<file path="config.mk">
export PLATFORM = sky130hd
export DESIGN_NAME = reg_mc_flat
export DESIGN_NICKNAME = d
export VERILOG_FILES = /design/src/rtl/reg_pkg.sv /design/src/rtl/reg_mc_if.sv /design/src/rtl/reg_qch.sv /design/src/rtl/reg_mc.sv /design/src/flat_wrapper.sv
export SDC_FILE = /design/constraint.sdc
export NUM_CORES = 1
export LEC_CHECK = 0
export CAP_MARGIN = 0
export CORE_MARGIN = 2
export CORE_UTILIZATION = 35
export DETAILED_ROUTE_END_ITERATION = 16
export GPL_ROUTABILITY_DRIVEN = 0
export PLACE_DENSITY = 0.57
export SYNTH_ARGS = -nofsm -noshare
export SYNTH_HDL_FRONTEND = slang
export SYNTH_HIERARCHICAL = 1
export SYNTH_SLANG_ARGS = --single-unit
</file>
<file path="constraint.sdc">
create_clock -name clk -period 3.55 [get_ports clk]
set_clock_uncertainty 0.05 [all_clocks]
set_input_delay 0.5325 -clock clk [delete_from_list [all_inputs] [get_ports clk]]
set_output_delay 0.5325 -clock clk [all_outputs]
set_load 0.01 [all_outputs]
</file>
<file path="src/rtl/reg_pkg.sv">
// Shared register map, CTRL bit positions and Q_STAT layout for reg_mc.
package reg_pkg;

    // Word addresses of the global registers
    localparam logic [31:0] ADDR_CTRL     = 32'h00;
    localparam logic [31:0] ADDR_STAT     = 32'h01;
    localparam logic [31:0] ADDR_IRQ_MASK = 32'h02;
    localparam logic [31:0] ADDR_SEC_HI   = 32'h03;
    localparam logic [31:0] ADDR_SEC_LO   = 32'h04;
    localparam logic [31:0] ADDR_NS_HI    = 32'h05;
    localparam logic [31:0] ADDR_NS_LO    = 32'h06;
    localparam logic [31:0] ADDR_PER_HI   = 32'h07;
    localparam logic [31:0] ADDR_PER_LO   = 32'h08;
    localparam logic [31:0] ADDR_ACC_HI   = 32'h09;
    localparam logic [31:0] ADDR_ACC_LO   = 32'h0A;
    localparam logic [31:0] ADDR_ADJ_DATA = 32'h0B;
    localparam logic [31:0] ADDR_ADJP_HI  = 32'h0C;
    localparam logic [31:0] ADDR_ADJP_LO  = 32'h0D;
    localparam logic [31:0] ADDR_QBASE    = 32'h10;

    // Word offsets inside a 4-word channel window
    localparam logic [1:0] QOFF_STAT = 2'd0;
    localparam logic [1:0] QOFF_HI   = 2'd1;
    localparam logic [1:0] QOFF_LO   = 2'd2;

    // CTRL write bits
    localparam int CTRL_TIME_LD   = 0;
    localparam int CTRL_PERIOD_LD = 1;
    localparam int CTRL_ADJ_LD    = 2;
    localparam int CTRL_Q_RST     = 3;
    localparam int CTRL_SNAP      = 4;

    // Q_STAT fields
    localparam int QSTAT_CNT_W = 8;
    localparam int QSTAT_UDF   = 8;

    // Pack a channel status word; everything outside the fields reads 0
    function automatic logic [31:0] qstat_word(input logic [QSTAT_CNT_W-1:0] cnt,
                                               input logic udf);
        logic [31:0] w;
        w = '0;
        w[QSTAT_CNT_W-1:0] = cnt;
        w[QSTAT_UDF] = udf;
        return w;
    endfunction

endpackage

</file>
<file path="src/rtl/reg_mc_if.sv">
// Register access bus between a host and reg_mc.
interface reg_mc_if #(
    parameter int ADDR_W = 6
);
    logic              wr_in;
    logic              rd_in;
    logic [ADDR_W-1:0] addr_in;
    logic [31:0]       data_in;
    logic [31:0]       data_out;
    logic              rd_vld;

    modport master (
        output wr_in, rd_in, addr_in, data_in,
        input  data_out, rd_vld
    );

    modport slave (
        input  wr_in, rd_in, addr_in, data_in,
        output data_out, rd_vld
    );
endinterface

</file>
<file path="src/rtl/reg_qch.sv">
// One TSU queue channel: head-entry latch, sticky underflow flag and pop strobe.
module reg_qch
    import reg_pkg::*;
#(
    parameter int Q_W = 56
) (
    input  logic                   clk,
    input  logic                   rst,
    input  logic                   i_q_rst,
    input  logic                   i_hi_rd,
    input  logic                   i_stat_rd,
    input  logic [QSTAT_CNT_W-1:0] i_cnt,
    input  logic [Q_W-1:0]         i_head,
    output logic                   o_rd_en,
    output logic [31:0]            o_stat,
    output logic [31:0]            o_hi,
    output logic [31:0]            o_lo
);

    logic [Q_W-1:0] r_entry;
    logic           r_udf;
    logic           w_nonempty;
    logic           w_pop;
    logic [Q_W-1:0] w_entry_nxt;

    assign w_nonempty = |i_cnt;
    assign w_pop      = i_hi_rd && w_nonempty;

    // Next entry value: q_rst wins, a pop loads the show-ahead head, else hold
    always_comb begin
        w_entry_nxt = r_entry;
        if (i_q_rst)
            w_entry_nxt = '0;
        else if (w_pop)
            w_entry_nxt = i_head;
    end

    // Entry latch, underflow flag and pop pulse (pulse lines up with rd_vld)
    always_ff @(posedge clk or negedge rst) begin
        if (!rst) begin
            r_entry <= '0;
            r_udf   <= 1'b0;
            o_rd_en <= 1'b0;
        end else begin
            r_entry <= w_entry_nxt;
            o_rd_en <= w_pop;
            if (i_q_rst)
                r_udf <= 1'b0;
            else if (i_hi_rd && !w_nonempty)
                r_udf <= 1'b1;
            else if (i_stat_rd)
                r_udf <= 1'b0;
        end
    end

    // HI returns the entry being popped; an empty queue returns 0
    assign o_hi   = w_pop ? 32'(w_entry_nxt >> 32) : 32'd0;
    assign o_lo   = r_entry[31:0];
    assign o_stat = qstat_word(i_cnt, r_udf);

endmodule

</file>
<file path="src/rtl/reg_mc.sv">
// Register block for the RTC / TSU: load registers, command pulses,
// time snapshot and per-channel queue readout.
module reg_mc
    import reg_pkg::*;
#(
    parameter int NUM_CH = 2,
    parameter int ADDR_W = 6,
    parameter int Q_W    = 56
) (
    input  logic                  clk,
    input  logic                  rst,
    reg_mc_if.slave               bus,
    output logic                  irq,
    output logic                  time_ld,
    output logic                  period_ld,
    output logic                  adj_ld,
    output logic                  q_rst,
    output logic [37:0]           time_reg_ns_out,
    output logic [47:0]           time_reg_sec_out,
    output logic [39:0]           period_out,
    output logic [37:0]           time_acc_modulo_out,
    output logic [31:0]           adj_ld_data_out,
    output logic [39:0]           period_adj_out,
    input  logic [37:0]           time_reg_ns_in,
    input  logic [47:0]           time_reg_sec_in,
    output logic [NUM_CH-1:0]     q_rd_en,
    input  logic [8*NUM_CH-1:0]   q_rd_stat,
    input  logic [Q_W*NUM_CH-1:0] q_rd_data
);

    // Access qualification: the first edge after reset release is ignored
    logic        r_rdy;
    logic        w_wr;
    logic        w_rd;
    logic [31:0] w_addr;
    logic        w_ctrl_wr;

    // Holding registers
    logic [15:0]       r_sec_hi;
    logic [31:0]       r_sec_lo;
    logic [5:0]        r_ns_hi;
    logic [31:0]       r_ns_lo;
    logic [7:0]        r_per_hi;
    logic [31:0]       r_per_lo;
    logic [5:0]        r_acc_hi;
    logic [31:0]       r_acc_lo;
    logic [31:0]       r_adj_data;
    logic [7:0]        r_adjp_hi;
    logic [31:0]       r_adjp_lo;
    logic [NUM_CH-1:0] r_irq_mask;

    // Snapshot, command pulses, read path
    logic [37:0] r_snap_ns;
    logic [47:0] r_snap_sec;
    logic        r_time_ld;
    logic        r_period_ld;
    logic        r_adj_ld;
    logic        r_q_rst;
    logic [31:0] r_data;
    logic        r_vld;
    logic        r_irq;
    logic [31:0] w_rdata;

    // Channel decode and per-channel views
    logic [31:0]                    w_qoff;
    logic [31:0]                    w_ch_idx;
    logic [1:0]                     w_sub;
    logic                           w_ch_hit;
    logic [NUM_CH-1:0]              w_sel;
    logic [NUM_CH-1:0]              w_nonempty;
    logic [NUM_CH-1:0][7:0]         w_cnt;
    logic [NUM_CH-1:0][Q_W-1:0]     w_head;
    logic [NUM_CH-1:0][31:0]        w_q_stat;
    logic [NUM_CH-1:0][31:0]        w_q_hi;
    logic [NUM_CH-1:0][31:0]        w_q_lo;

    assign w_addr    = 32'(bus.addr_in);
    assign w_wr      = bus.wr_in && r_rdy;
    assign w_rd      = bus.rd_in && r_rdy;
    assign w_ctrl_wr = w_wr && (w_addr == ADDR_CTRL);

    assign w_qoff   = w_addr - ADDR_QBASE;
    assign w_ch_idx = {2'b00, w_qoff[31:2]};
    assign w_sub    = w_qoff[1:0];
    assign w_ch_hit = (w_addr >= ADDR_QBASE) && (w_ch_idx < 32'(NUM_CH));

    assign w_cnt  = q_rd_stat;
    assign w_head = q_rd_data;

    // Block becomes ready one clock after reset release
    always_ff @(posedge clk or negedge rst) begin
        if (!rst) r_rdy <= 1'b0;
        else      r_rdy <= 1'b1;
    end

    // Holding register writes; unmapped addresses fall through
    always_ff @(posedge clk or negedge rst) begin
        if (!rst) begin
            r_sec_hi   <= '0;
            r_sec_lo   <= '0;
            r_ns_hi    <= '0;
            r_ns_lo    <= '0;
            r_per_hi   <= '0;
            r_per_lo   <= '0;
            r_acc_hi   <= '0;
            r_acc_lo   <= '0;
            r_adj_data <= '0;
            r_adjp_hi  <= '0;
            r_adjp_lo  <= '0;
            r_irq_mask <= '0;
        end else if (w_wr) begin
            case (w_addr)
                ADDR_IRQ_MASK: r_irq_mask <= bus.data_in[NUM_CH-1:0];
                ADDR_SEC_HI:   r_sec_hi   <= bus.data_in[15:0];
                ADDR_SEC_LO:   r_sec_lo   <= bus.data_in;
                ADDR_NS_HI:    r_ns_hi    <= bus.data_in[5:0];
                ADDR_NS_LO:    r_ns_lo    <= bus.data_in;
                ADDR_PER_HI:   r_per_hi   <= bus.data_in[7:0];
                ADDR_PER_LO:   r_per_lo   <= bus.data_in;
                ADDR_ACC_HI:   r_acc_hi   <= bus.data_in[5:0];
                ADDR_ACC_LO:   r_acc_lo   <= bus.data_in;
                ADDR_ADJ_DATA: r_adj_data <= bus.data_in;
                ADDR_ADJP_HI:  r_adjp_hi  <= bus.data_in[7:0];
                ADDR_ADJP_LO:  r_adjp_lo  <= bus.data_in;
                default: ;
            endcase
        end
    end

    // One-cycle command pulses from CTRL writes
    always_ff @(posedge clk or negedge rst) begin
        if (!rst) begin
            r_time_ld   <= 1'b0;
            r_period_ld <= 1'b0;
            r_adj_ld    <= 1'b0;
            r_q_rst     <= 1'b0;
        end else begin
            r_time_ld   <= w_ctrl_wr && bus.data_in[CTRL_TIME_LD];
            r_period_ld <= w_ctrl_wr && bus.data_in[CTRL_PERIOD_LD];
            r_adj_ld    <= w_ctrl_wr && bus.data_in[CTRL_ADJ_LD];
            r_q_rst     <= w_ctrl_wr && bus.data_in[CTRL_Q_RST];
        end
    end

    // Snapshot ns and sec together on the CTRL snapshot write
    always_ff @(posedge clk or negedge rst) begin
        if (!rst) begin
            r_snap_ns  <= '0;
            r_snap_sec <= '0;
        end else if (w_ctrl_wr && bus.data_in[CTRL_SNAP]) begin
            r_snap_ns  <= time_reg_ns_in;
            r_snap_sec <= time_reg_sec_in;
        end
    end

    // Per-channel queue logic
    for (genvar c = 0; c < NUM_CH; c++) begin : g_ch
        assign w_sel[c]      = w_ch_hit && (w_ch_idx == 32'(c));
        assign w_nonempty[c] = |w_cnt[c];

        reg_qch #(.Q_W(Q_W)) u_qch (
            .clk       (clk),
            .rst       (rst),
            .i_q_rst   (r_q_rst),
            .i_hi_rd   (w_rd && w_sel[c] && (w_sub == QOFF_HI)),
            .i_stat_rd (w_rd && w_sel[c] && (w_sub == QOFF_STAT)),
            .i_cnt     (w_cnt[c]),
            .i_head    (w_head[c]),
            .o_rd_en   (q_rd_en[c]),
            .o_stat    (w_q_stat[c]),
            .o_hi      (w_q_hi[c]),
            .o_lo      (w_q_lo[c])
        );
    end

    // Read mux; time addresses return the snapshot, not the load values
    always_comb begin
        w_rdata = '0;
        case (w_addr)
            ADDR_STAT:     w_rdata = 32'(w_nonempty);
            ADDR_IRQ_MASK: w_rdata = 32'(r_irq_mask);
            ADDR_SEC_HI:   w_rdata = 32'(r_snap_sec[47:32]);
            ADDR_SEC_LO:   w_rdata = r_snap_sec[31:0];
            ADDR_NS_HI:    w_rdata = 32'(r_snap_ns[37:32]);
            ADDR_NS_LO:    w_rdata = r_snap_ns[31:0];
            ADDR_PER_HI:   w_rdata = 32'(r_per_hi);
            ADDR_PER_LO:   w_rdata = r_per_lo;
            ADDR_ACC_HI:   w_rdata = 32'(r_acc_hi);
            ADDR_ACC_LO:   w_rdata = r_acc_lo;
            ADDR_ADJ_DATA: w_rdata = r_adj_data;
            ADDR_ADJP_HI:  w_rdata = 32'(r_adjp_hi);
            ADDR_ADJP_LO:  w_rdata = r_adjp_lo;
            default: begin
                for (int c = 0; c < NUM_CH; c++) begin
                    if (w_sel[c]) begin
                        case (w_sub)
                            QOFF_STAT: w_rdata = w_q_stat[c];
                            QOFF_HI:   w_rdata = w_q_hi[c];
                            QOFF_LO:   w_rdata = w_q_lo[c];
                            default:   w_rdata = '0;
                        endcase
                    end
                end
            end
        endcase
    end

    // Registered read data; zero whenever no read completes
    always_ff @(posedge clk or negedge rst) begin
        if (!rst) begin
            r_data <= '0;
            r_vld  <= 1'b0;
        end else begin
            r_data <= w_rd ? w_rdata : 32'd0;
            r_vld  <= w_rd;
        end
    end

    // Level interrupt from masked non-empty status
    always_ff @(posedge clk or negedge rst) begin
        if (!rst) r_irq <= 1'b0;
        else      r_irq <= |(w_nonempty & r_irq_mask);
    end

    assign bus.data_out        = r_data;
    assign bus.rd_vld          = r_vld;
    assign irq                 = r_irq;
    assign time_ld             = r_time_ld;
    assign period_ld           = r_period_ld;
    assign adj_ld              = r_adj_ld;
    assign q_rst               = r_q_rst;
    assign time_reg_sec_out    = {r_sec_hi, r_sec_lo};
    assign time_reg_ns_out     = {r_ns_hi, r_ns_lo};
    assign period_out          = {r_per_hi, r_per_lo};
    assign time_acc_modulo_out = {r_acc_hi, r_acc_lo};
    assign adj_ld_data_out     = r_adj_data;
    assign period_adj_out      = {r_adjp_hi, r_adjp_lo};

endmodule

</file>
<file path="src/flat_wrapper.sv">
// flat-port wrapper written by rule: the top's interface ports become plain ports
module reg_mc_flat import reg_pkg::*;
#(
    parameter int NUM_CH = 2,
    parameter int ADDR_W = 6,
    parameter int Q_W    = 56
)
  (clk, rst, irq, time_ld, period_ld, adj_ld, q_rst, time_reg_ns_out, time_reg_sec_out, period_out, time_acc_modulo_out, adj_ld_data_out, period_adj_out, time_reg_ns_in, time_reg_sec_in, q_rd_en, q_rd_stat, q_rd_data, bus_wr_in, bus_rd_in, bus_addr_in, bus_data_in, bus_data_out, bus_rd_vld);
  reg_mc_if #(.ADDR_W(ADDR_W)) bus_i ();
  input  logic clk;
  input  logic rst;
  output logic irq;
  output logic time_ld;
  output logic period_ld;
  output logic adj_ld;
  output logic q_rst;
  output logic [37:0] time_reg_ns_out;
  output logic [47:0] time_reg_sec_out;
  output logic [39:0] period_out;
  output logic [37:0] time_acc_modulo_out;
  output logic [31:0] adj_ld_data_out;
  output logic [39:0] period_adj_out;
  input  logic [37:0] time_reg_ns_in;
  input  logic [47:0] time_reg_sec_in;
  output logic [NUM_CH-1:0] q_rd_en;
  input  logic [8*NUM_CH-1:0] q_rd_stat;
  input  logic [Q_W*NUM_CH-1:0] q_rd_data;
  input wire logic [$bits(bus_i.wr_in)-1:0] bus_wr_in;
  input wire logic [$bits(bus_i.rd_in)-1:0] bus_rd_in;
  input wire logic [$bits(bus_i.addr_in)-1:0] bus_addr_in;
  input wire logic [$bits(bus_i.data_in)-1:0] bus_data_in;
  output wire logic [$bits(bus_i.data_out)-1:0] bus_data_out;
  output wire logic [$bits(bus_i.rd_vld)-1:0] bus_rd_vld;
  assign bus_i.wr_in = bus_wr_in;
  assign bus_i.rd_in = bus_rd_in;
  assign bus_i.addr_in = bus_addr_in;
  assign bus_i.data_in = bus_data_in;
  assign bus_data_out = bus_i.data_out;
  assign bus_rd_vld = bus_i.rd_vld;
  reg_mc #(.NUM_CH(NUM_CH), .ADDR_W(ADDR_W), .Q_W(Q_W)) u_core (.clk(clk), .rst(rst), .bus(bus_i), .irq(irq), .time_ld(time_ld), .period_ld(period_ld), .adj_ld(adj_ld), .q_rst(q_rst), .time_reg_ns_out(time_reg_ns_out), .time_reg_sec_out(time_reg_sec_out), .period_out(period_out), .time_acc_modulo_out(time_acc_modulo_out), .adj_ld_data_out(adj_ld_data_out), .period_adj_out(period_adj_out), .time_reg_ns_in(time_reg_ns_in), .time_reg_sec_in(time_reg_sec_in), .q_rd_en(q_rd_en), .q_rd_stat(q_rd_stat), .q_rd_data(q_rd_data));
endmodule
</file>
[Yosys cells after proc, flatten, opt, wreduce, memory -nomap -nowiden]
Index checks and enable logic that the tools add are counted.
Operators by class
  add/sub/neg operators: 1
  $lt $le $gt $ge: 2
  eq/ne operators: 16
  multiplexer cells: 18
  bitwise gates (word level): 1
  reduce and logical (&&, ||, !) cells: 45
Operators with widths (number)
  32-bit case mux with 13 select lines: 1
  56-bit 2-to-1 mux: 4
  32-bit case mux with 3 select lines: 2
  32-bit 2-to-1 mux: 3
  32-bit zero test: 2
  24-bit 2-to-1 mux: 2
  6-bit by 4-bit equality test with 1-bit output (second input constant): 6
  30-bit by 1-bit equality test with 1-bit output (second input constant): 1
  30-bit by 2-bit less-than comparator with 1-bit output (second input constant): 1
  6-bit by 3-bit equality test with 1-bit output (second input constant): 4
  2-bit AND reduction: 12
  1-bit logical AND: 21
  8-bit OR reduction: 2
  6-bit by 2-bit equality test with 1-bit output (second input constant): 2
  6-bit by 5-bit subtractor with 7-bit output (second input constant): 1
  6-bit by 1-bit equality test with 1-bit output (second input constant): 1
  6-bit by 5-bit greater-or-equal comparator with 1-bit output (second input constant): 1
  1-bit 2-to-1 mux: 6
  3-bit nonzero test: 2
  2-bit nonzero test: 2
  2-bit bitwise AND: 1
  2-bit by 1-bit equality test with 1-bit output (second input constant): 1
  2-bit equality test (second input constant): 1
  1-bit zero test: 2
  2 further kinds: 2
Word-level totals
  register bits: 479
  output and inout port bits: 276
  logic and storage cells: 113

[Logic depth before layout (Yosys ltp)]
Gate-level depths: netlist (run 1).
  depth in word-level cells: 15
  depth in mapped cells: 14

[Modules after synthesis]
Netlist (run 1), hierarchy kept.
Modules (own cells, without submodules)
  reg_mc: instances 1, cells each 1297, area an instance 16793.6 sq um
  reg_qch: instances 2, cells each 255, area an instance 2422.3 sq um

[Worst setup path before layout (run 1)]
No wires, ideal clock.
  path type: input port to flip-flop
  from: in bus_addr_in[3]
  to: reg u_core.r_data[5] (netlist: u_core/bus.data_out[5])
  library setup time: 94 ps
  arrival time: 2983 ps
  data required time: 3406 ps
  path slack: 423 ps
  stages on the path: 13
  cell sequence: clkbuf_1 > nor4b_1 > nand2_1 > nor2_1 > nor2b_1 > o21a_1 > clkbuf_1 > clkbuf_1 > and2_1 > mux2i_1 > o21ai_0 > a22oi_1 > a211oi_1
RTL lines
  start, declared: RTL line flat_wrapper.sv:30  | input wire logic [$bits(bus_i.addr_in)-1:0] bus_addr_in;
  end signal, assigned: RTL line reg_mc.sv:214  | r_data <= w_rd ? w_rdata : 32'd0;
  end, declared: RTL line reg_mc.sv:59  | logic [31:0] r_data;

[Worst setup path after layout (run 1)]
  from: in bus_addr_in[4]
  to: reg u_core.r_data[7] (netlist: u_core/bus.data_out[7])
On the way
  cells in the longest elaborated chain, start to end: 15
  elaborated cells between the ends (all ways): 39
  those cells by class: 1 x add/sub; 2 x order compare; 14 x eq/ne; 12 x mux; 10 x reduce/logical
RTL lines
  6-bit by 5-bit subtractor with 7-bit output: RTL line reg_mc.sv:82  | assign w_qoff = w_addr - ADDR_QBASE;
  30-bit by 2-bit less-than comparator with 1-bit output: RTL line reg_mc.sv:85  | assign w_ch_hit = (w_addr >= ADDR_QBASE) && (w_ch_idx < 32'(NUM_CH));
  1-bit logical AND: RTL line reg_mc.sv:85
  1-bit logical AND: RTL line reg_mc.sv:158  | assign w_sel[c] = w_ch_hit && (w_ch_idx == 32'(c));
  1-bit logical AND (2 in series): RTL line reg_mc.sv:165  | .i_hi_rd (w_rd && w_sel[c] && (w_sub == QOFF_HI)),
  1-bit logical AND: RTL line reg_qch.sv:27  | assign w_pop = i_hi_rd && w_nonempty;
  56-bit 2-to-1 mux: RTL line reg_qch.sv:34  | else if (w_pop)
  56-bit 2-to-1 mux: RTL line reg_qch.sv:32  | if (i_q_rst)
  24-bit 2-to-1 mux: RTL line reg_qch.sv:57  | assign o_hi = w_pop ? 32'(w_entry_nxt >> 32) : 32'd0;
  32-bit case mux with 3 select lines: RTL line reg_mc.sv:196  | case (w_sub)
  32-bit 2-to-1 mux (2 in series): RTL line reg_mc.sv:195  | if (w_sel[c]) begin
  32-bit case mux with 13 select lines (*): RTL line reg_mc.sv:179  | case (w_addr)
  32-bit 2-to-1 mux (*): RTL line reg_mc.sv:214
Mark *: on every way between the ends. The rest lies on a longest branch, timed or not. The select of a mux whose other input is x is not followed.
A chain may end at the register's enable or synchronous reset.

==> results of run 1 <==
[worst paths after layout]
check	end	slack, ns	cells past startpoint	from
min in group asynchronous	u_core/g_ch[1].u_qch/r_entry[9]	0.51	2	rst
worst max-delay path	u_core/bus.data_out[7]	0.51	8	bus_addr_in[4]
worst min-delay path	u_core/r_sec_lo[26]	0.45	1	u_core/r_sec_lo[26]
max in group asynchronous	u_core/g_ch[0].u_qch/r_entry[15]	2.00	3	rst
worst max register to register	u_core/bus.data_out[5]	0.77	10	u_core/r_rdy
worst min register to register	u_core/r_sec_lo[26]	0.45	1	u_core/r_sec_lo[26]
[registers in the layout (all words and copies together) (netlist names), 2 cells and up]
| name | cells |
|---|---|
| u_core/g_ch.u_qch/r_entry | 64 |
| u_core/r_snap_sec | 48 |
| u_core/r_snap_ns | 38 |
| u_core/adj_ld_data_out | 32 |
| u_core/bus.data_out | 32 |
| u_core/r_acc_lo | 32 |
| u_core/r_adjp_lo | 32 |
| u_core/r_ns_lo | 32 |
| u_core/r_per_lo | 32 |
| u_core/r_sec_lo | 32 |
| u_core/r_sec_hi | 16 |
| u_core/r_adjp_hi | 8 |
| u_core/r_per_hi | 8 |
| u_core/r_acc_hi | 6 |
| u_core/r_ns_hi | 6 |
| u_core/g_ch.u_qch/o_rd_en | 2 |
| u_core/g_ch.u_qch/r_udf | 2 |
| u_core/r_irq_mask | 2 |
[kinds of logic (layout without fill, tap and decap cells)]
kind of cell | after synthesis | count (layout) | synth area share (%)
AO/OA/AOI/OAI | 236 | 236 | 7.96
buffers and inverters | 294 | 705 | 8.16
flip-flops | 431 | 431 | 49.8
multiplexers | 456 | 456 | 23.7
other | 3 | 68 | 0.0520
AND/OR/NAND/NOR | 387 | 387 | 10.3
[Yosys cell counts, drive strengths merged, types with 5 or more instances]
master	number
a211oi	22
a221oi	25
a222oi	8
a22oi	71
a32o	7
a32oi	12
and2	61
and3	24
buf	209
clkbuf	78
dfrtp	431
inv	7
mux2	324
mux2i	132
nand2	72
nand2b	130
nand3	36
nand4	9
nor2	11
nor3	18
nor4	7
o21ai	64
or4	5
[per-layer routing]
layer,up-vias,global-route usage (%),share of wire (%)
met3,135,6.10,6.9
met4,8,10.0,3.6
li1,7114,-,-
met1,8248,30.4,40
met2,573,43.3,50
met5,-,0,0.066
[cell type report]
cell class                 count  area, um2  share of cell area, %
tap                          790        988                   3.41
sequential                   431      10800                   37.2
antenna                        5       12.5                 0.0432
multi-input combinational   1142       9400                   32.4
timing repair buffer         611       6150                   21.2
inverter                       7       26.3                 0.0907
clock buffer                  74       1440                   4.98
clock inverter                13        179                  0.617
[worst max-delay path, delay by kind of cell]
kind,cells,cell delay (ns)
compound gates,3,1.23
simple gates,2,0.71
buf+inv,3,0.96
[through the flow]
stage                     hold slack, ns  cells  power (mW)
after detailed placement           0.442   2980        7.57
after global placement             0.436   2980        7.55
final                              0.452   3073        12.7
after CTS                          0.422   3068        12.8
after floorplan                    0.187   1867        6.50
after global routing               0.450   3073        13.2
[power groups by stage]
stage               sequential, mW  clock (mW)  combinational, mW
floorplan                     5.69           0              0.810
detailed placement            5.65           0               1.92
CTS                           5.57        5.30               1.94
finish                        5.57        5.18               1.91
global placement              5.64           0               1.91
global route                  5.62        5.50               2.05
==> summary.md, run 1 <==
| Metric | Value |
|---|---|
| Switching power | 3.28 mW |
| Max-cap violations | 0 |
| Die Height | between 200 and 300 um |
| Worst-path clk slew | 0.05 ns |
| Placed inst area | 27300 um2 |
| Synth Instances | between 1500 and 2000 |
| Post-route DRC | 0 |
| Pwr dens | 437 nW/um2 |
| Dpl hpwl | slightly below 60000 um |
| Max-slew headroom | ~30% |
| # port buffers | 531 |
| Status | finished, final reports clean |
| Vias in the first global route | 17100 |
| CTS tree | built |
| Rows | 91 |
| Slew Viols, Final | 0 |
| CP max-delay cell | a2111oi_0 |
| Detail Route Antenna Nets | 0 |
| Ys Warns | 6 |
| Flop pwr share | 44.0% |
| Synth Register Bits | 431 |
| Io pins | 532 |
| Crit-path max cell delay | roughly 0.6 ns |
| Clock buffer count from CTS | 51 |
| IR drop worst, VDD | 0.405 mV |
| Hold Violations, Final | 0 |
| Place WS | -0.273 ns |
| # nets final | 2500 |
| Fill cells | 5627 |
| CTS Hold Bufs | 1 |
| Commonest non-fill, non-tap cells in the layout | 528 x clkdlybuf4s50_1, 430 x dfrtp_1, 282 x mux2_2 |
| First drt pass iteration count | 8 |
| Gate power share | 15.1% |
| Syn avg cell area | between 10 and 15 um2 |
| Synth top area cells | dfrtp_1 50%, mux2_2 15%, mux2i_1 6.1%, buf_4 5.0%, nand2b_1 3.8% |
| Clock network power share | between 40% and 50% |
| Synth top area share | 49.8% |
| Startpoint class of the critical path | input pin |
| Commonest non-fill, non-tap cell in the layout | clkdlybuf4s50_1 |
| Crit-path max FO | 27 |
| Iteration-0 DRC Markers | between 800 and 900 |
| Layout cells sized above 1 | between 20% and 30% |
| Crit path time final | 3.04 ns |
| Cell area after synthesis | 21600 um2 |
| Total GRT Usage | 25.2% |
| Post-synth EDFFs | 0 |
| Fin area | 29000 um2 |
| First-pass GRT wire length | about 120000 um |
| Sequential area share after synthesis | 49.8% |
| Total negative setup slack | 0 ns |
| Skew-Pair Late Insertion Delay | 0.61 ns |
| Vias/cell | 5.23 |
| Gr ovfl total | 0 |
| Largest net degree at the start of global routing | 96 |
| Hold/Removal Path Class | reg2reg |
| H-tree levels | 2 |
| RSZ-0062 raised after global routing | false |
| Crit. End Element | register |
| Required time worst endpoint | 3.96 ns |
| Initial Util | 35.3% |
| Final WL | 81600 um |
| Clk buf depth | 3 |
| Width of the die | 253 um |
| Core Util, Final | 47.2% |
| PnR worst setup slack | slightly above 0.5 ns |
| Initial antenna violation count | 11 |
| Setup violators final | 0 |
| Post-synth top area cell | dfrtp_1 |
| Cts repair resizes | 0 |
| Die area | 63800 um2 |
| Wire per inst | around 27 um |
| Async set-reset flop share out of synthesis | 100% |
| Int Pwr | 9.38 mW |
| DR vias | 16100 |
| Period utilization | 85.5% |
| Leak | 13.0 nW |
| Core Footprint | 61400 um2 |
| Ordered cell list for the critical path | clkdlybuf4s50_1, buf_4, or2_4, a311o_2, buf_12, a2111oi_0, and4_1, a211oi_1 |
| Critical path class | in2reg |
| Clk sinks | 431 |
| Worst Path Arrival | 3.45 ns |
| Switching Share | around 26% |
| CTS Root Cell | clkbuf_16 |
| Fmax | 0.329 GHz |
| Postcts setup bufs | 0 |
| Worst slew pin tran | 1.05 ns |
| Ys flop type | dfrtp_1 |
| Area Growth Syn to Fin | 33.9% |
| Yosys cell types | 53 |
No activity file was read; power rests on OpenSTA's default activity.
==> run 2, diff against run 1 <==
--- a/config.mk
+++ b/config.mk
@@ -6,11 +6,9 @@
 export NUM_CORES = 1
 export LEC_CHECK = 0
 export CAP_MARGIN = 0
-export CORE_MARGIN = 2
 export CORE_UTILIZATION = 35
 export DETAILED_ROUTE_END_ITERATION = 16
 export GPL_ROUTABILITY_DRIVEN = 0
-export PLACE_DENSITY = 0.57
 export SYNTH_ARGS = -nofsm -noshare
 export SYNTH_HDL_FRONTEND = slang
 export SYNTH_HIERARCHICAL = 1
==> run 2 against run 1 <==
Routed wire length rose by 0.40%. Maximum frequency fell by 4.9%. Non-clock buffer count rose by 9. Via count rose by 1.6%. Count of clock-buffer cells in the layout fell by 5. First-iteration DRC count rose by 3.6%. Worst setup slack got worse by 0.16 ns. Sequential share of layout area fell by 0.34 points. Critical path depth rose by 4. Die area fell by 1.6%. Power rose by 3.4%. Sequential power barely moved.
==> summary.md, run 2 (synthesized netlist as in run 1, its figures left out) <==
| Metric | Value |
|---|---|
| Status | finished, final reports clean |
| Clk sinks | about 430 |
| Total GRT Usage | between 20% and 30% |
| # port buffers | 531 |
| Die Height | 251 um |
| Period utilization | 89.9% |
| Initial antenna violation count | 8 |
| Max reg flops | 64 |
| # nets final | 2508 |
| Largest net degree at the start of global routing | 94 |
| Layer with the highest usage | met2 |
| Clock buffer count from CTS | 50 |
| Critical path class | in2reg |
| Hold/Removal Path Class | in2reg |
| Met3 usage | 5.99% |
| Vias in the first global route | approximately 17000 |
| Startpoint class of the critical path | input pin |
| Commonest non-fill, non-tap cell in the layout | clkdlybuf4s50_1 |
| Io pins | 532 |
| Biggest register | u_core/g_ch.u_qch/r_entry |
| Core Footprint | 60700 um2 |
| Worst Path Arrival | 3.65 ns |
| Total negative setup slack | 0 ns |
| Postcts setup bufs | 0 |
| Commonest non-fill, non-tap cells in the layout | 528 x clkdlybuf4s50_1, 430 x dfrtp_1, 282 x mux2_2 |
| Leak | 13.1 nW |
| Largest regs | u_core/g_ch.u_qch/r_entry (64), u_core/r_snap_sec (48), u_core/r_snap_ns (38) |
| Fmax | 0.313 GHz |
| Worst-path clk slew | 0.06 ns |
| Required time worst endpoint | approximately 4 ns |
| DR vias | 16300 |
| Worst slew pin tran | between 0.9 and 1 ns |
| Wire per inst | between 20 and 30 um |
| Slew Viols, Final | 0 |
| Gr ovfl total | 0 |
| RSZ-0062 raised after global routing | false |
| Initial Util | 35.7% |
| IR drop worst, VDD | about 0.38 mV |
| First-pass GRT wire length | 119000 um |
| Fin area | 29300 um2 |
| Clk buf depth | 3 |
| Met2 GRT Util | between 40 and 50% |
| Dpl hpwl | ~60000 um |
| Skew-Pair Late Insertion Delay | around 0.60 ns |
| Die area | 62800 um2 |
| Iteration-0 DRC Markers | approximately 930 |
| PnR worst setup slack | 0.358 ns |
| Place WS | -0.212 ns |
| Max-slew headroom | 37.0% |
| Pwr dens | 448 nW/um2 |
| Crit-path max FO | 9 |
| Rows | 90 |
| Crit path time final | roughly 3.2 ns |
| Final WL | roughly 82000 um |
| Detail Route Antenna Nets | 0 |
| Hold Violations, Final | 0 |
| Crit. End Element | register |
| Vias/cell | 5.30 |
| Max-cap violations | 0 |
| Width of the die | 251 um |
| H-tree levels | 2 |
| Setup violators final | 0 |
| Post-route DRC | 0 |
| CTS tree | built |
| First drt pass iteration count | 5 |
| Met1 Usage GRT | 31.0% |
| Cts repair resizes | 0 |
| Placed inst area | 27400 um2 |
| Layout cells sized above 1 | 23.1% |
| CTS Root Cell | clkbuf_16 |
| Area Growth Syn to Fin | 35.2% |
==> run 2: cell count changes in the layout (fill, tap and decap cells not counted), sizes merged <==
cell / change
clkinvlp: +2
bufinv: +5
buf: +9
clkinv: +8
clkbuf: -5
inv: -3
==> run 2: worst max-delay path, stage by stage <==
cell,delay (ns)
clkdlybuf4s50_1,0.47
nor4b_2,0.58
nand2_1,0.23
nor2_1,0.16
nor2b_1,0.20
o21a_1,0.35
buf_4,0.23
and2_1,0.13
mux2i_1,0.06
o21ai_0,0.20
a22oi_1,0.24
a32oi_1,0.25
==> run 2: worst paths after layout <==
check,startpoint,endpoint,slack (ns),cells past startpoint
worst max-delay path,bus_addr_in[5],u_core/bus.data_out[15],0.36,12
worst min-delay path,q_rd_data[67],u_core/g_ch[1].u_qch/r_entry[11],0.44,3
worst max register to register,u_core/r_rdy,u_core/bus.data_out[12],0.73,13
worst min register to register,u_core/r_snap_sec[39],u_core/r_snap_sec[39],0.45,1
max in group asynchronous,rst,u_core/g_ch[1].u_qch/r_entry[16],2.03,3
min in group asynchronous,rst,u_core/g_ch[1].u_qch/r_entry[24],0.50,2
==> run 2: power by group <==
part | leakage (nW) | switching [mW] | internal (mW)
sequential | 5.63 | 0.263 | 5.30
clock | 0.877 | 2.20 | 3.40
combinational | 6.62 | 0.878 | 1.05
total | 13.1 | 3.34 | 9.75
==> run 2: stage by stage <==
stage	power (mW)	utilization, %	hold WS, ns	cells
detailed placement	7.58	45.2	0.435	2981
global route	13.6	48.2	0.450	3080
CTS	13.2	48.2	0.409	3076
global placement	7.54	45.2	0.429	2981
finish	13.1	48.2	0.444	3081
floorplan	6.50	-	0.187	1867
==> run 2: area by class of cell <==
cell class                 instances  area, um2
clock buffer                      69       1420
timing repair buffer             620       6250
multi-input combinational       1142       9390
clock inverter                    25        387
tap                              782        978
fill                            5388      31400
inverter                           7       26.3
antenna                            5       12.5
sequential                       431      10800
==> run 2: what timing repair did <==
item / CTS / global route
endpoints found under the hold margin: 70 / 0
hold buffers: 1 / 0
setup endpoints to repair: 0 / 0
==> run 2: layer usage <==
layer  wire [um]  part of all wire (%)  vias to the layer above
li1            -                     -                     7162
met1       32300                    39                     8375
met5          44                 0.054                        -
met3        5700                   7.0                      152
met4        3490                   4.3                        6
met2       40300                    49                      639
==> RTL edit 1: new RTL, settings of run 2 <==
Take the reset off `r_data` and load it in a clocked block of its own.
--- a/src/rtl/reg_mc.sv
+++ b/src/rtl/reg_mc.sv
@@ -208,12 +208,14 @@
     // Registered read data; zero whenever no read completes
     always_ff @(posedge clk or negedge rst) begin
         if (!rst) begin
-            r_data <= '0;
             r_vld  <= 1'b0;
         end else begin
-            r_data <= w_rd ? w_rdata : 32'd0;
             r_vld  <= w_rd;
         end
+    end
+
+    always_ff @(posedge clk) begin
+        r_data <= w_rd ? w_rdata : 32'd0;
     end
 
     // Level interrupt from masked non-empty status
Formal check against the unedited RTL: differs if rst is asserted again (counterexample within 4 cycles, from zero or initial values and one cycle with rst low); with rst held inactive, the same outputs for 4 cycles.
==> RTL edit 1 against run 2 <==
Via count shrank 2.4%; global-route usage down 0.24 points; count of clock-buffer cells in the layout is 8 higher; non-clock buffer count fell by 4; setup slack better by 0.37 ns; critical path depth is 1 lower; synthesized area down 0.29%; design area shrank 1.3%; maximum frequency grew 13%; total power fell by 2.8%; wire length fell by 0.74%; sequential cell count unchanged; critical path type unchanged; largest cell class unchanged.
==> RTL edit 1: results (changes against run 2) <==
Route
  • Highest Signal Layer: met5
  • First-pass detailed-route iteration total: 5 (unchanged)
  • Starting DRT DRC Count: 1,058 (+14%)
  • Routed met2 length: 38,700 um (-4.0%)
  • WL per Instance: 26.3 um (-1.0%)
  • Via count: 15,945 (-2.4%)
  • Met1 wire length: 34,800 um (+7.6%)
  • Routed length on met3: 5610 um (-1.5%)

Cells and area
  • Largest registers: u_core/g_ch.u_qch/r_entry: 64 flops, u_core/r_snap_sec: 48 flops, u_core/r_snap_ns: 38 flops
  • Share of post-route cells with drive strength above 1: 14.8% (-8.4 points)
  • Finished Layout Cells: 3,089 (+0.26%)
  • Final #Nets: 2,514 (+0.24%)
  • Post-route cell area: 28,900 um2 (-1.3%)
  • FILL cells: 5,520 (+2.4%)

Place
  • IO Port Bufs: 531 (unchanged)
  • Placement Cell Area: 27,200 um2 (-0.86%)
  • Placed insts: 2,988 (+0.23%)
  • Final HPWL from detailed placement: 59,900 um (-0.11%)

Clock tree
  • Reg clk slew, reported paths: 0.06 ns (about the same)
  • H-Tree Depth: 2 (unchanged)
  • Root buf cell: clkbuf_16
  • TritonCTS Buffers: 49 (-2.0%)
  • Clk_lat worst skew: 0.59 ns
  • Post-CTS Resized: 0 (unchanged)
  • Longest Clk Path Bufs: 3 (unchanged)

Logic synthesis
  • Synth top area cells: dfrtp_1 (46%), mux2_1 (9.6%), mux2i_1 (6.2%)
  • Synth async-reset ratio: 92.6% (-7.4 points)
  • Top post-synthesis cells by count: dfrtp_1 (399), mux2_1 (183), buf_4 (152)
  • Mapped Cells: 1,823 (+0.89%)
  • Register area share after synthesis: 49.2% (-0.60 points)
  • Synth warnings: 6 (unchanged)
  • Post-synthesis cell type count: 52 (-1.9%)

Critical path
  • CP arrival: 3.28 ns (-0.37 ns)
  • Worst-path fanout max: 8 (-1)
  • CP max stage delay: 0.46 ns (-0.12 ns)
  • CP top delay family: simple AND/OR/NAND/NOR gates
  • Max stage delay cell, worst path: clkdlybuf4s50_1

Global route
  • Initial antenna violation count: 8 (unchanged)
  • Vias in the first global route: 16,681 (-4.5%)
  • Largest net degree at the start of global routing: 101 (+7.4%)
  • GRT Total Usage: 25.5% (-0.24 points)
  • First-pass GRT wire length: 118,000 um (-1.2%)

Worst hold path
  • Hold Crit Class: register to register

Die
  • Die Wd: 250 um (-0.14%)
  • Core box area: 60,600 um2 (-0.19%)

Status
  • Outcome: finished clean

Power and ir drop
  • Max VDD drop: 0.342 mV (-11%)
  • Leak: 13.0 nW (-1.0%)

Timing
  • Slew HR: 39.5% (+2.5 points)
RTL edit 1: cell types whose count changed in the layout (fill, tap and decap cells not counted), sizes merged, moves of 13 or more:
cell,before,now
dfrtp,431,399
a22o,4,24
a22oi,71,20
nand3,36,54
a21oi,1,22
nor3,18,5
a211oi,22,41
o21ai,64,49
dfxtp,0,32
a221oi,25,42
RTL edit 1: layout make-up:
| class | count | area share, % |
|---|---|---|
| Antenna cell | 8 | 0.0693 |
| Timing Repair Buffer | 616 | 21.3 |
| Tap cell | 782 | 3.39 |
| Clock buffer | 77 | 5.10 |
| Clock inverter | 15 | 0.654 |
| Sequential cell | 431 | 36.8 |
| Inverter | 7 | 0.0910 |
| Multi-Input combinational cell | 1153 | 32.6 |
RTL edit 1: report_power, final:
group | total (mW) | internal, mW | switching, mW
logic | 1.94 | 1.03 | 0.906
registers | 5.57 | 5.30 | 0.273
clock network | 5.21 | 3.08 | 2.14
total | 12.7 | 9.41 | 3.31
RTL edit 1: what timing repair did:
action	CTS	global route
endpoints found under the hold margin	20	0
buffers inserted	0	0
hold buffers	1	0
RTL edit 1: logic make-up after synthesis:
kind of cell,Yosys count,synth area share (%)
multiplexers,457,23.8
flip-flops,431,49.2
AND/OR/NAND/NOR,393,10.4
buffers and inverters,299,8.45
AO/OA/AOI/OAI,240,8.03
other,3,0.0522
RTL edit 1: worst paths after layout:
| path | from | end | slack, ns | cells after the start |
|---|---|---|---|---|
| min reg2reg | u_core/r_snap_sec[42]$_DFFE_PN0P_ | u_core/r_snap_sec[42]$_DFFE_PN0P_ | 0.44 | 1 |
| max reg2reg | u_core/r_rdy$_DFF_PN0_ | u_core/bus.data_out[21]$_SDFF_PN0_ | 0.90 | 10 |
| min | u_core/r_snap_sec[42]$_DFFE_PN0P_ | u_core/r_snap_sec[42]$_DFFE_PN0P_ | 0.44 | 1 |
| min in group asynchronous | rst | u_core/r_ns_lo[25]$_DFFE_PN0P_ | 0.55 | 2 |
| max in group asynchronous | rst | u_core/r_acc_hi[0]$_DFFE_PN0P_ | 1.99 | 3 |
| max | bus_addr_in[3] | u_core/bus.data_out[21]$_SDFF_PN0_ | 0.73 | 11 |
RTL edit 1: through the flow:
step                setup WS (ns)  total power, mW
CTS                         0.750             12.9
global route                0.536             13.2
global placement            0.250             7.57
floorplan                   0.545             6.49
finish                      0.728             12.7
detailed placement          0.134             7.59
RTL edit 1: metal layers:
metal  GRT usage, %  vias up
met1           33.4     8104
met3           6.18       98
met5              0        -
met4           7.55        2
li1               -     7175
met2           41.8      566
==> RTL edit 2: new RTL, flow settings as in run 2 <==
Made on the original files. `NUM_CH` is set to 2 in 2 places; all go to 1.
--- a/src/rtl/reg_mc.sv
+++ b/src/rtl/reg_mc.sv
@@ -3,7 +3,7 @@
 module reg_mc
     import reg_pkg::*;
 #(
-    parameter int NUM_CH = 2,
+    parameter int NUM_CH = 1,
     parameter int ADDR_W = 6,
     parameter int Q_W    = 56
 ) (
--- a/src/flat_wrapper.sv
+++ b/src/flat_wrapper.sv
@@ -1,7 +1,7 @@
 // flat-port wrapper written by rule: the top's interface ports become plain ports
 module reg_mc_flat import reg_pkg::*;
 #(
-    parameter int NUM_CH = 2,
+    parameter int NUM_CH = 1,
     parameter int ADDR_W = 6,
     parameter int Q_W    = 56
 )
Ports: changed (resized q_rd_data, q_rd_en and q_rd_stat); port bits go from 532 to 467. No check against the original RTL was run, so the function may have changed too.
==> RTL edit 2 against run 2 <==
Wire length is 18% lower; register-to-register slack gained 0.44 ns; core utilization is 0.26 points higher; critical path depth down 1; total power is 13% lower; setup slack improved by 0.29 ns; sequential share of layout area rose by 2.1 points; synthesized area down 14%; sequential cell count is 35 lower; design area decreased by 13%; first-iteration DRC count is 11% lower; non-clock buffer count is 74 lower; critical path type unchanged; largest cell class unchanged; largest power group is now registers.
==> RTL edit 2: results (changes against run 2) <==
Status
  • Outcome: finished clean

Global route
  • Vias in the first global route: 14,096 (-19%)
  • GRT Total Usage: 24.9% (-0.89 points)
  • First-pass GRT wire length: 98,000 um (-18%)
  • Largest net degree at the start of global routing: 79 (-16%)
  • Initial antenna violation count: 4 (-4)

Worst hold path
  • Hold Crit Endpoint: u_core/r_ns_lo[5]$_DFFE_PN0P_
  • Hold Crit Class: register to register
  • Hold wc startpoint: u_core/r_ns_lo[5]$_DFFE_PN0P_
  • WHS Path Cells: 1 (-2)

Route
  • Starting DRT DRC Count: 827 (-11%)
  • First-pass detailed-route iteration total: 5 (unchanged)
  • Post-Route WL: 67,200 um (-18%)
  • Via count: 13,328 (-18%)

Cells and area
  • Largest registers: u_core/r_snap_sec: 48 flops, u_core/r_snap_ns: 38 flops
  • Share of post-route cells with drive strength above 1: 26.9% (+3.7 points)
  • Finished Layout Cells: 2,605 (-15%)
  • Final #Nets: 2,070 (-17%)

Place
  • IO Port Bufs: 466 (-12%)
  • Placed insts: 2,517 (-16%)
  • Final HPWL from detailed placement: 48,700 um (-19%)
  • Placement Cell Area: 23,900 um2 (-13%)
  • Pre-CTS WS: 0.0981 ns (+0.310 ns)

Critical path
  • Worst R2R Path Depth: 10 (-3)
  • Reg2reg start: u_core/r_rdy$_DFF_PN0_
  • CP arrival: 3.33 ns (-0.32 ns)
  • Worst-path fanout max: 14 (+5)
  • Reg-to-reg critical path endpoint: u_core/bus.data_out[15]$_DFF_PN0_
  • CP max stage delay: 0.77 ns (+0.19 ns)
  • Flop2flop setup slack: 1.17 ns (+0.44 ns)
  • Max stage delay cell, worst path: or4b_2
  • CP top delay family: simple AND/OR/NAND/NOR gates

Logic synthesis
  • Register area share after synthesis: 53.4% (+3.6 points)
  • Synth async-reset ratio: 100% (unchanged)
  • Top post-synthesis cells by count: dfrtp_1 (396), mux2_2 (288), mux2i_1 (85)
  • Synth Area in XOR/XNOR: 0% (unchanged)
  • Post-synthesis cell type count: 53 (unchanged)
  • Mapped Cells: 1,435 (-21%)
  • Synth warnings: 6 (unchanged)
  • Post-synthesis adder-cell area fraction: 0% (unchanged)
  • Multiplexer area fraction after synthesis: 26.2% (+2.5 points)
  • Synth top area cells: dfrtp_1 (53%), mux2_2 (17%), mux2i_1 (4.6%)
  • Compound-Gate Fraction of Synth Area: 7.21% (-0.75 points)

Clock tree
  • Longest Clk Path Bufs: 3 (unchanged)
  • Reg clk slew, reported paths: 0.06 ns (about the same)
  • H-Tree Depth: 2 (unchanged)
  • TritonCTS Buffers: 46 (-8.0%)
  • Post-CTS Resized: 0 (unchanged)
  • Post-CTS Repair Setup Buffers: 0 (unchanged)

Power and ir drop
  • Gate power share: 14.7% (about the same)
  • Internal: 8.46 mW (-13%)
  • Leak: 11.5 nW (-13%)
  • Max VDD drop: 0.390 mV (+1.9%)
  • Pwr Total: 11.4 mW (-13%)
  • Flop pwr share: 44.3% (+1.8 points)

Timing
  • Slew HR: 36.5% (-0.52 points)
  • WHS: 0.444 ns (-0.000763 ns)
==> RTL edit 2: cell count changes after synthesis, sizes merged, moves of 17 or more <==
cell	before	now
a22oi	71	19
a21oi	1	40
nand2b	130	70
o21ai	64	41
and3	24	5
buf	209	130
nand3	36	11
nor2	11	28
mux2i	132	85
and2	61	29
dfrtp	431	396
clkbuf	78	51
==> RTL edit 2: how the worst max path moves through the flow <==
stage                         startpoint                                 to  slack (ns)
final                     bus_addr_in[5]  u_core/bus.data_out[15]$_DFF_PN0_        0.65
after global routing      bus_addr_in[5]  u_core/bus.data_out[13]$_DFF_PN0_        0.54
after global placement    bus_addr_in[5]   u_core/bus.data_out[1]$_DFF_PN0_        0.32
after floorplan           bus_addr_in[5]  u_core/bus.data_out[10]$_DFF_PN0_        0.53
after CTS                 bus_addr_in[5]  u_core/bus.data_out[15]$_DFF_PN0_        0.71
after detailed placement  bus_addr_in[5]  u_core/bus.data_out[15]$_DFF_PN0_         0.1
==> RTL edit 2: worst reg2reg max path: stages (launching register included) <==
cell      delay (ns)
dfrtp_1         0.45
nand2_2         0.14
nor3_1          0.27
nor2b_1         0.24
o21a_1          0.17
buf_4           0.20
and2_1          0.17
mux2i_1         0.06
o21ai_0         0.16
a21oi_1         0.09
a211oi_1        0.26
==> RTL edit 2: cell type report <==
type | count | area, um2
fill | 4727 | 27000
sequential | 396 | 9910
multi-input combinational | 884 | 7740
timing repair buffer | 546 | 5390
clock buffer | 69 | 1340
tap | 688 | 861
clock inverter | 14 | 151
inverter | 4 | 15.0
antenna | 4 | 10.0
==> RTL edit 2: per-layer routing <==
metal  routed length (um)  global-route usage, %  up-vias
li1                     -                      -     5932
met1                29600                   33.9     6855
met2                31000                   38.7      448
met3                 5280                   7.28       93
met4                 1460                   6.27        0
met5                    0                      0        -
